[src/rtl/mem_arbiter.sv]
// Shared memory port arbiter between instruction fetch and data load/store.
// Data wins ties, but a fetch that has lost STARVE_MAX data grants in a row is served next.
module mem_arbiter #(
  parameter int unsigned STARVE_MAX = 4,
  parameter int unsigned TMO        = 255
) (
  input  logic        clock,
  input  logic        reset,
  input  logic        if_req,
  input  logic [31:0] if_addr,
  output logic        if_ack,
  output logic [31:0] if_rdata,
  input  logic        d_req,
  input  logic        d_we,
  input  logic [31:0] d_addr,
  input  logic [31:0] d_wdata,
  input  logic [1:0]  d_size,
  output logic        d_ack,
  output logic [31:0] d_rdata,
  output logic        mem_req,
  output logic        mem_we,
  output logic [31:0] mem_addr,
  output logic [31:0] mem_wdata,
  output logic [1:0]  mem_size,
  input  logic [31:0] mem_rdata,
  input  logic        mem_ready,
  output logic        bus_err
);

  localparam int unsigned    TmoW      = (TMO < 2) ? 1 : $clog2(TMO + 1);
  localparam logic [2:0]     StarveMax = 3'(STARVE_MAX);
  localparam logic [TmoW-1:0] TmoLimit = TmoW'(TMO);

  typedef enum logic [1:0] {StIdle, StServeI, StServeD} state_e;

  state_e r_state, w_state_next;

  logic            r_if_ack, r_d_ack, r_bus_err, r_we;
  logic [31:0]     r_addr, r_wdata, r_if_rdata, r_d_rdata;
  logic [1:0]      r_size;
  logic [2:0]      r_starve;
  logic [TmoW-1:0] r_tmo;

  logic w_arb_en, w_grant_i, w_grant_d, w_serving, w_tmo_hit, w_done;

  // No arbitration during an ack cycle: the acked requester is still showing its old request.
  assign w_arb_en  = (r_state == StIdle) && !r_if_ack && !r_d_ack;
  assign w_grant_d = w_arb_en && d_req && !(if_req && (r_starve == StarveMax));
  assign w_grant_i = w_arb_en && if_req && !w_grant_d;
  assign w_serving = (r_state != StIdle);
  assign w_tmo_hit = (r_tmo == TmoLimit);
  assign w_done    = w_serving && (mem_ready || w_tmo_hit);

  always_ff @(posedge clock or posedge reset) begin
    if (reset) r_state <= StIdle;
    else       r_state <= w_state_next;
  end

  always_comb begin
    w_state_next = r_state;
    unique case (r_state)
      StIdle: begin
        if (w_grant_d)      w_state_next = StServeD;
        else if (w_grant_i) w_state_next = StServeI;
      end
      StServeI, StServeD: begin
        if (w_done) w_state_next = StIdle;
      end
      default: w_state_next = StIdle;
    endcase
  end

  always_ff @(posedge clock or posedge reset) begin
    if (reset) begin
      r_if_ack   <= 1'b0;
      r_d_ack    <= 1'b0;
      r_bus_err  <= 1'b0;
      r_we       <= 1'b0;
      r_addr     <= '0;
      r_wdata    <= '0;
      r_size     <= '0;
      r_if_rdata <= '0;
      r_d_rdata  <= '0;
      r_starve   <= '0;
      r_tmo      <= '0;
    end else begin
      r_if_ack <= w_done && (r_state == StServeI);
      r_d_ack  <= w_done && (r_state == StServeD);
      if (w_grant_i) begin
        r_addr  <= if_addr;
        r_we    <= 1'b0;
        r_wdata <= '0;
        r_size  <= 2'b10;
      end else if (w_grant_d) begin
        r_addr  <= d_addr;
        r_we    <= d_we;
        r_wdata <= d_wdata;
        r_size  <= d_size;
      end
      if (w_grant_i) r_starve <= '0;
      else if (w_grant_d && if_req && (r_starve < StarveMax)) r_starve <= r_starve + 3'd1;
      if (w_grant_i || w_grant_d) r_tmo <= '0;
      else if (w_serving && !mem_ready && !w_tmo_hit) r_tmo <= r_tmo + TmoW'(1);
      // An abort returns zero data; stores always return zero.
      if (w_done && (r_state == StServeI)) r_if_rdata <= mem_ready ? mem_rdata : '0;
      if (w_done && (r_state == StServeD)) r_d_rdata <= (mem_ready && !r_we) ? mem_rdata : '0;
      if (w_serving && !mem_ready && w_tmo_hit) r_bus_err <= 1'b1;
    end
  end

  always_comb begin
    mem_req   = w_serving;
    mem_we    = r_we;
    mem_addr  = r_addr;
    mem_wdata = r_wdata;
    mem_size  = r_size;
    if_ack    = r_if_ack;
    d_ack     = r_d_ack;
    if_rdata  = r_if_rdata;
    d_rdata   = r_d_rdata;
    bus_err   = r_bus_err;
  end

endmodule

[config.mk]
export PLATFORM = sky130hd
export DESIGN_NAME = mem_arbiter
export DESIGN_NICKNAME = d
export VERILOG_FILES = /design/src/rtl/mem_arbiter.sv
export SDC_FILE = /design/constraint.sdc
export NUM_CORES = 1
export LEC_CHECK = 0
export CAP_MARGIN = 15
export CORE_ASPECT_RATIO = 1.1
export CORE_MARGIN = 2
export CORE_UTILIZATION = 41
export DETAILED_ROUTE_END_ITERATION = 16
export HOLD_SLACK_MARGIN = 0.08
export PLACE_DENSITY_LB_ADDON = 0.25
export SLEW_MARGIN = 40
export SYNTH_ARGS = -nofsm -noshare
export SYNTH_HDL_FRONTEND = slang
export SYNTH_SLANG_ARGS = --single-unit
[constraint.sdc]
create_clock -name clock -period 4.8 [get_ports clock]
set_input_delay 0.48 -clock clock [delete_from_list [all_inputs] [get_ports clock]]
set_output_delay 0.48 -clock clock [all_outputs]
set_load 0.02 [all_outputs]
=== Word-level counts from Yosys, hierarchy flattened ===
Cells that the tools add are included.

* Bits in registers: 147
* Bits of input ports: 136
* Output and inout port bits: 135
* Word-level logic and storage cells: 71

* Add/subtract/negate cells: 2
* Order comparisons: 1
* Equal/unequal tests: 6
* Multiplexer cells: 18
* Reductions and logical operators: 32

{| class="wikitable"
|+ Operators by type and width
! operator !! count
|-
| 32-bit 2-to-1 mux || 6
|-
| 1-bit logical AND || 16
|-
| 8-bit 2-to-1 mux || 2
|-
| 2-bit 2-to-1 mux || 5
|-
| 8-bit by 1-bit adder with 8-bit output, second input constant || 1
|-
| 8-bit == test, second input constant || 1
|-
| 2-bit nonzero test || 4
|-
| 1-bit logical NOT || 7
|-
| 3-bit 2-to-1 mux || 2
|-
| 2-bit case mux with 2 select lines || 1
|-
| 3-bit by 1-bit adder with 3-bit output, second input constant || 1
|-
| 3-bit == test, second input constant || 1
|-
| 3-bit < comparator, second input constant || 1
|-
| 3-bit != test, second input constant || 1
|-
| 2-bit by 1-bit == test with 1-bit output, second input constant || 1
|-
| 2-bit == test, second input constant || 1
|-
| 2-bit logical NOT || 1
|-
| 1-bit logical OR || 2
|-
| 1-bit 2-to-1 mux || 2
|-
| 2-bit != test, second input constant || 1
|-
| 2-bit AND reduction || 1
|-
| 2-bit OR reduction || 1
|}

=== Longest topological paths before layout ===
* Word-level depth: 10
* Mapped depth: 8
* Depth with buffers taken out: 6

=== Worst setup path before layout ===
OpenSTA, ideal clock, no wires.

* Path kind: register to register
* From: reg r_state[0]
* To: reg r_addr[0] (netlist: mem_addr[0])
* Library setup time: 0.118 ns
* Arrival: 1.696 ns
* Data required time: 4.682 ns
* Path slack: 2.986 ns
* Stages on the path, launching flop included: 9
* Buffers on the path: 2
* Period minus slack after synthesis: 1.814 ns
* Path through: dfrtp_1 > inv_1 > ha_1 > nor3b_4 > o21ai_2 > buf_6 > buf_6 > a22o_1 > a21o_1

* Longest elaborated chain between the ends: 8

{| class="wikitable"
|+ RTL lines
! item !! line !! RTL
|-
| from (decl) || 36 || <nowiki>state_e r_state, w_state_next;</nowiki>
|-
| from (signal assigned) || 55 || <nowiki>if (reset) r_state <= StIdle;</nowiki>
|-
| from (signal assigned) || 56 || <nowiki>else r_state <= w_state_next;</nowiki>
|-
| 2-bit logical NOT * || 47 || <nowiki>assign w_arb_en = (r_state == StIdle) && !r_if_ack && !r_d_ack;</nowiki>
|-
| 1-bit logical AND * (2 in a row) || 47 ||
|-
| 1-bit logical AND (2 in a row) || 48 || <nowiki>assign w_grant_d = w_arb_en && d_req && !(if_req && (r_starve == StarveMax));</nowiki>
|-
| 1-bit logical NOT || 49 || <nowiki>assign w_grant_i = w_arb_en && if_req && !w_grant_d;</nowiki>
|-
| 1-bit logical AND || 49 ||
|-
| 32-bit 2-to-1 mux or 2-bit nonzero test (tied branches) || n/a ||
|-
| to (signal assigned) || 90 || <nowiki>r_addr <= if_addr;</nowiki>
|-
| to (signal assigned) || 95 || <nowiki>r_addr <= d_addr;</nowiki>
|-
| to (decl) || 39 || <nowiki>logic [31:0] r_addr, r_wdata, r_if_rdata, r_d_rdata;</nowiki>
|}

Mark *: on every way between the ends. The rest lies on a longest branch, timed or not.
A chain may end at the register's enable or synchronous reset.

=== Worst setup path after layout ===
* From: reg r_state[0]
* To: out mem_req

* Longest elaborated chain between the ends: 1

{| class="wikitable"
|+ RTL lines
! item !! line !! RTL
|-
| 2-bit nonzero test || 50 || <nowiki>assign w_serving = (r_state != StIdle);</nowiki>
|-
| to (decl) || 20 || <nowiki>output logic mem_req,</nowiki>
|}

No other way between the ends.

==> key figures <==
Outcome
  • Outcome: finished clean

Timing
  • Fin Setup TNS: 0 ns
  • Worst hold slack: 0.5028 ns
  • Layout Skew: 0.01388 ns
  • Worst slew pin tran: 0.7117 ns
  • Slew Limit Fails: 0
  • Period Utilization, post-route: 0.5434
  • Final setup fails: 0
  • Peak Freq: 383.4 MHz
  • RSZ-0062 raised after global routing: no
  • Count of final hold-check violations: 0
  • Max-Slew Margin vs Limit: 0.5256
  • Fin crit period: 2.608 ns

Worst setup path
  • R2R setup slack: 2.25 ns
  • Critical path cell sequence: inv_1, ha_1, inv_1, clkdlybuf4s50_1
  • Crit path capture: mem_req
  • Crit path DAT: 2.13 ns
  • R2R depth: 7
  • Worst R2R Start: r_state[1]
  • Crit. End Element: primary output
  • Cell mode on critical path: inv_1
  • CP startpoint kind: register
  • Crit path largest cell delay: 0.70 ns
  • Worst r2r dst: mem_addr[28]
  • Worst Path Required: 4.32 ns
  • CP bufs+invs: 3
  • CP Max Fanout: 6
  • Instance count on the critical path: 4
  • Delay-heaviest family, CP: buffers and inverters
  • CP Launch Point: r_state[0]
  • Critical setup path kind: reg2out
  • CP max-delay cell: clkdlybuf4s50_1

Yosys
  • Mapped Area: 5793 µm²
  • Synthesized flop and latch total: 147
  • Top cell type by total area after synthesis: dfrtp_1
  • Most numerous cell in the Yosys netlist: dfrtp_1
  • Top cell type's share of synthesized area: 0.6350
  • Post-synthesis sequential area ratio: 0.6350
  • Syn Area/Cell: 13.79 µm²
  • Synth cell count leaders: 147 x dfrtp_1, 130 x a22o_1, 32 x a21o_1
  • Number of flops mapped to enable cells by yosys: 0
  • Async SR Flop Fraction: 1.000
  • Predominant post-synthesis flop cell: dfrtp_1
  • Mapped Cells: 420
  • Synthesized Nets: 562
  • Synth unique cells: 39
  • Main area contributors after synthesis: dfrtp_1 63%, a22o_1 20%, a21o_1 4.1%, buf_2 1.3%, ha_1 1.3%
  • Yosys warnings: 0

Die
  • Initial core utilization: 0.4200
  • FP Rows: 45
  • Die area: 15100 µm²
  • Core area: 13790 µm²
  • Die width: 117.3 µm
  • Die Y: 128.7 µm
  • I/O pin total: 271

Cells and area
  • # diodes: 0
  • Post-layout util: 0.6728
  • FILL cells: 1029
  • Area growth syn-to-layout: 60.22%
  • Layout cells sized above 1: 0.06609
  • Final nets: 825

Place
  • DP Wirelength: 12320 µm
  • Placer Congestion: 0.8655
  • Buffers on Ports: 270

GRT
  • Gr usage total: 0.2371
  • Number of global-route vias before repair: 5162
  • Remaining Overflow, GRT: 0
  • Antenna violations before repair: 0
  • Global-route wire length before repair: 28080 µm
  • Largest net degree at the start of global routing: 123

Hold path
  • Hold Startpoint: mem_wdata[2]
  • Hold WC Path Type: reg2reg
  • Hold Path Stages: 1

Clocking
  • H-tree Lvls: 4
  • CTS tree: yes
  • Total CTS buffers: 17
  • Clock transition at path regs: 0.06 ns
  • Post-CTS Resized: 0
  • Clk_lat worst skew: 0.42 ns
  • Post-CTS Hold Fix Bufs: 0
  • Clock net sink count: 147
  • Post-CTS Setup Bufs: 0
  • Longest Clk Path Bufs: 2
  • Root Buffer: clkbuf_16

Power and ir drop
  • Psw: 0.002359 W
  • Pwr Density: 710.8 nW/µm²
  • Sequential power share: 0.315
  • Peak supply drop: 0.0003946 V
  • Clock network fraction of design power: 0.211
  • Internal cell power: 0.004239 W
  • Comb pwr share: 0.474
  • Pleak: 4.188 nW
  • Switch share: 0.3575

Drt
  • Vias per cell: 5.417
  • Routed len/inst: 20.06 µm
  • Metal1 wirelength: 7188 µm
  • Initial DRC Count: 410
  • Highest routed layer: met4
  • Routed met2 length: 8656 µm
  • DR vias: 4789
  • Pre-antenna DRT Iters: 5
  • WL met3: 1672 µm
  • WL final: 17740 µm
  • Final antenna-violating net count: 0
  • Drt drc: 0

Run
  • Max cap viols: 0
[layer usage]
| layer | vias up | GRT usage |
|---|---|---|
| li1 | 2140 | - |
| met5 | - | 0 |
| met1 | 2407 | 0.2860 |
| met3 | 20 | 0.09264 |
| met4 | 0 | 0.07087 |
| met2 | 222 | 0.3983 |
[power by group through the flow]
stage	clock (W)	combinational, W	sequential (W)
final	0.00139	0.00313	0.00208
after global routing	0.00148	0.00330	0.00214
after CTS	0.00142	0.00313	0.00207
after detailed placement	0	0.00311	0.00208
after global placement	0	0.00304	0.00206
after floorplan	0	0.00114	0.00265
[cell type report]
| type | instances | area (µm²) | share of cell area |
|---|---|---|---|
| timing repair buffer | 277 | 2775 | 0.2990 |
| tap | 188 | 235.2 | 0.02534 |
| clock inverter | 7 | 120.1 | 0.01294 |
| clock buffer | 25 | 505.5 | 0.05446 |
| multi-input combinational | 229 | 1913 | 0.2061 |
| inverter | 11 | 53.80 | 0.005797 |
| sequential | 147 | 3679 | 0.3963 |
[metrics by stage]
step                      cell area, µm²  setup slack, ns  std cells  power [W]
after floorplan                     5793           0.3687        420   0.003786
after global placement              8621            2.146        851   0.005102
after detailed placement            8623            2.025        851   0.005195
after CTS                           9249            2.022        883   0.006615
after global routing                9281            1.999        884   0.006918
final                               9281            2.192        884   0.006598
[worst min path at each step]
stage                               end  slack (ns)
after floorplan             r_starve[0]        0.48
after global placement      d_rdata[13]        0.49
after detailed placement  mem_wdata[12]        0.49
after CTS                  mem_wdata[8]        0.51
after global routing        mem_size[0]        0.52
final                      mem_wdata[2]        0.50
[cells in the final DEF, fill, tap and decap left out, types with 2 or more instances in the layout]
cell	synthesis	layout
o41ai_1	2	2
nand3_1	8	8
a21o_1	32	32
o21ai_0	4	4
nor2_1	8	8
nand2_1	2	2
clkbuf_16	0	17
inv_1	11	10
clkinv_4	0	2
clkbuf_8	0	5
clkdlybuf4s50_1	0	270
nand3b_4	2	2
ha_1	6	6
and3_1	4	3
o211ai_1	2	2
a31oi_1	2	2
buf_4	1	6
clkbuf_1	12	3
dfrtp_1	147	147
a22o_1	130	130
o21a_1	3	3
nor3_1	2	2
o31ai_1	3	3
bufinv_16	0	3
xnor2_1	2	2
[flip-flops by register name, indices dropped and copies added (netlist names)]
| register | flops |
|---|---|
| r_tmo | 8 |
| mem_we | 1 |
| bus_err | 1 |
| d_rdata | 32 |
| d_ack | 1 |
| if_rdata | 32 |
| mem_wdata | 32 |
| mem_addr | 32 |
| r_state | 2 |
| if_ack | 1 |
| r_starve | 3 |
| mem_size | 2 |
[worst reg2reg max path, stage by stage (launching register included)]
cell and delay (ns):
dfrtp_1 0.40, inv_1 0.12, ha_1 0.31, nor3b_4 0.38
o21ai_4 0.20, nor2_2 0.58, buf_4 0.36, a21o_1 0.16
[logic make-up after synthesis]
family                   share of synthesized area
flip-flops                                  0.6350
XOR/XNOR                                  0.004536
buffers and inverters                      0.03888
adder cells (fa/ha/maj)                    0.01296
AND/OR/NAND/NOR                            0.03694
multiplexers                              0.001728
AO/OA/AOI/OAI                               0.2700
No activity file was read; power rests on OpenSTA's default activity.
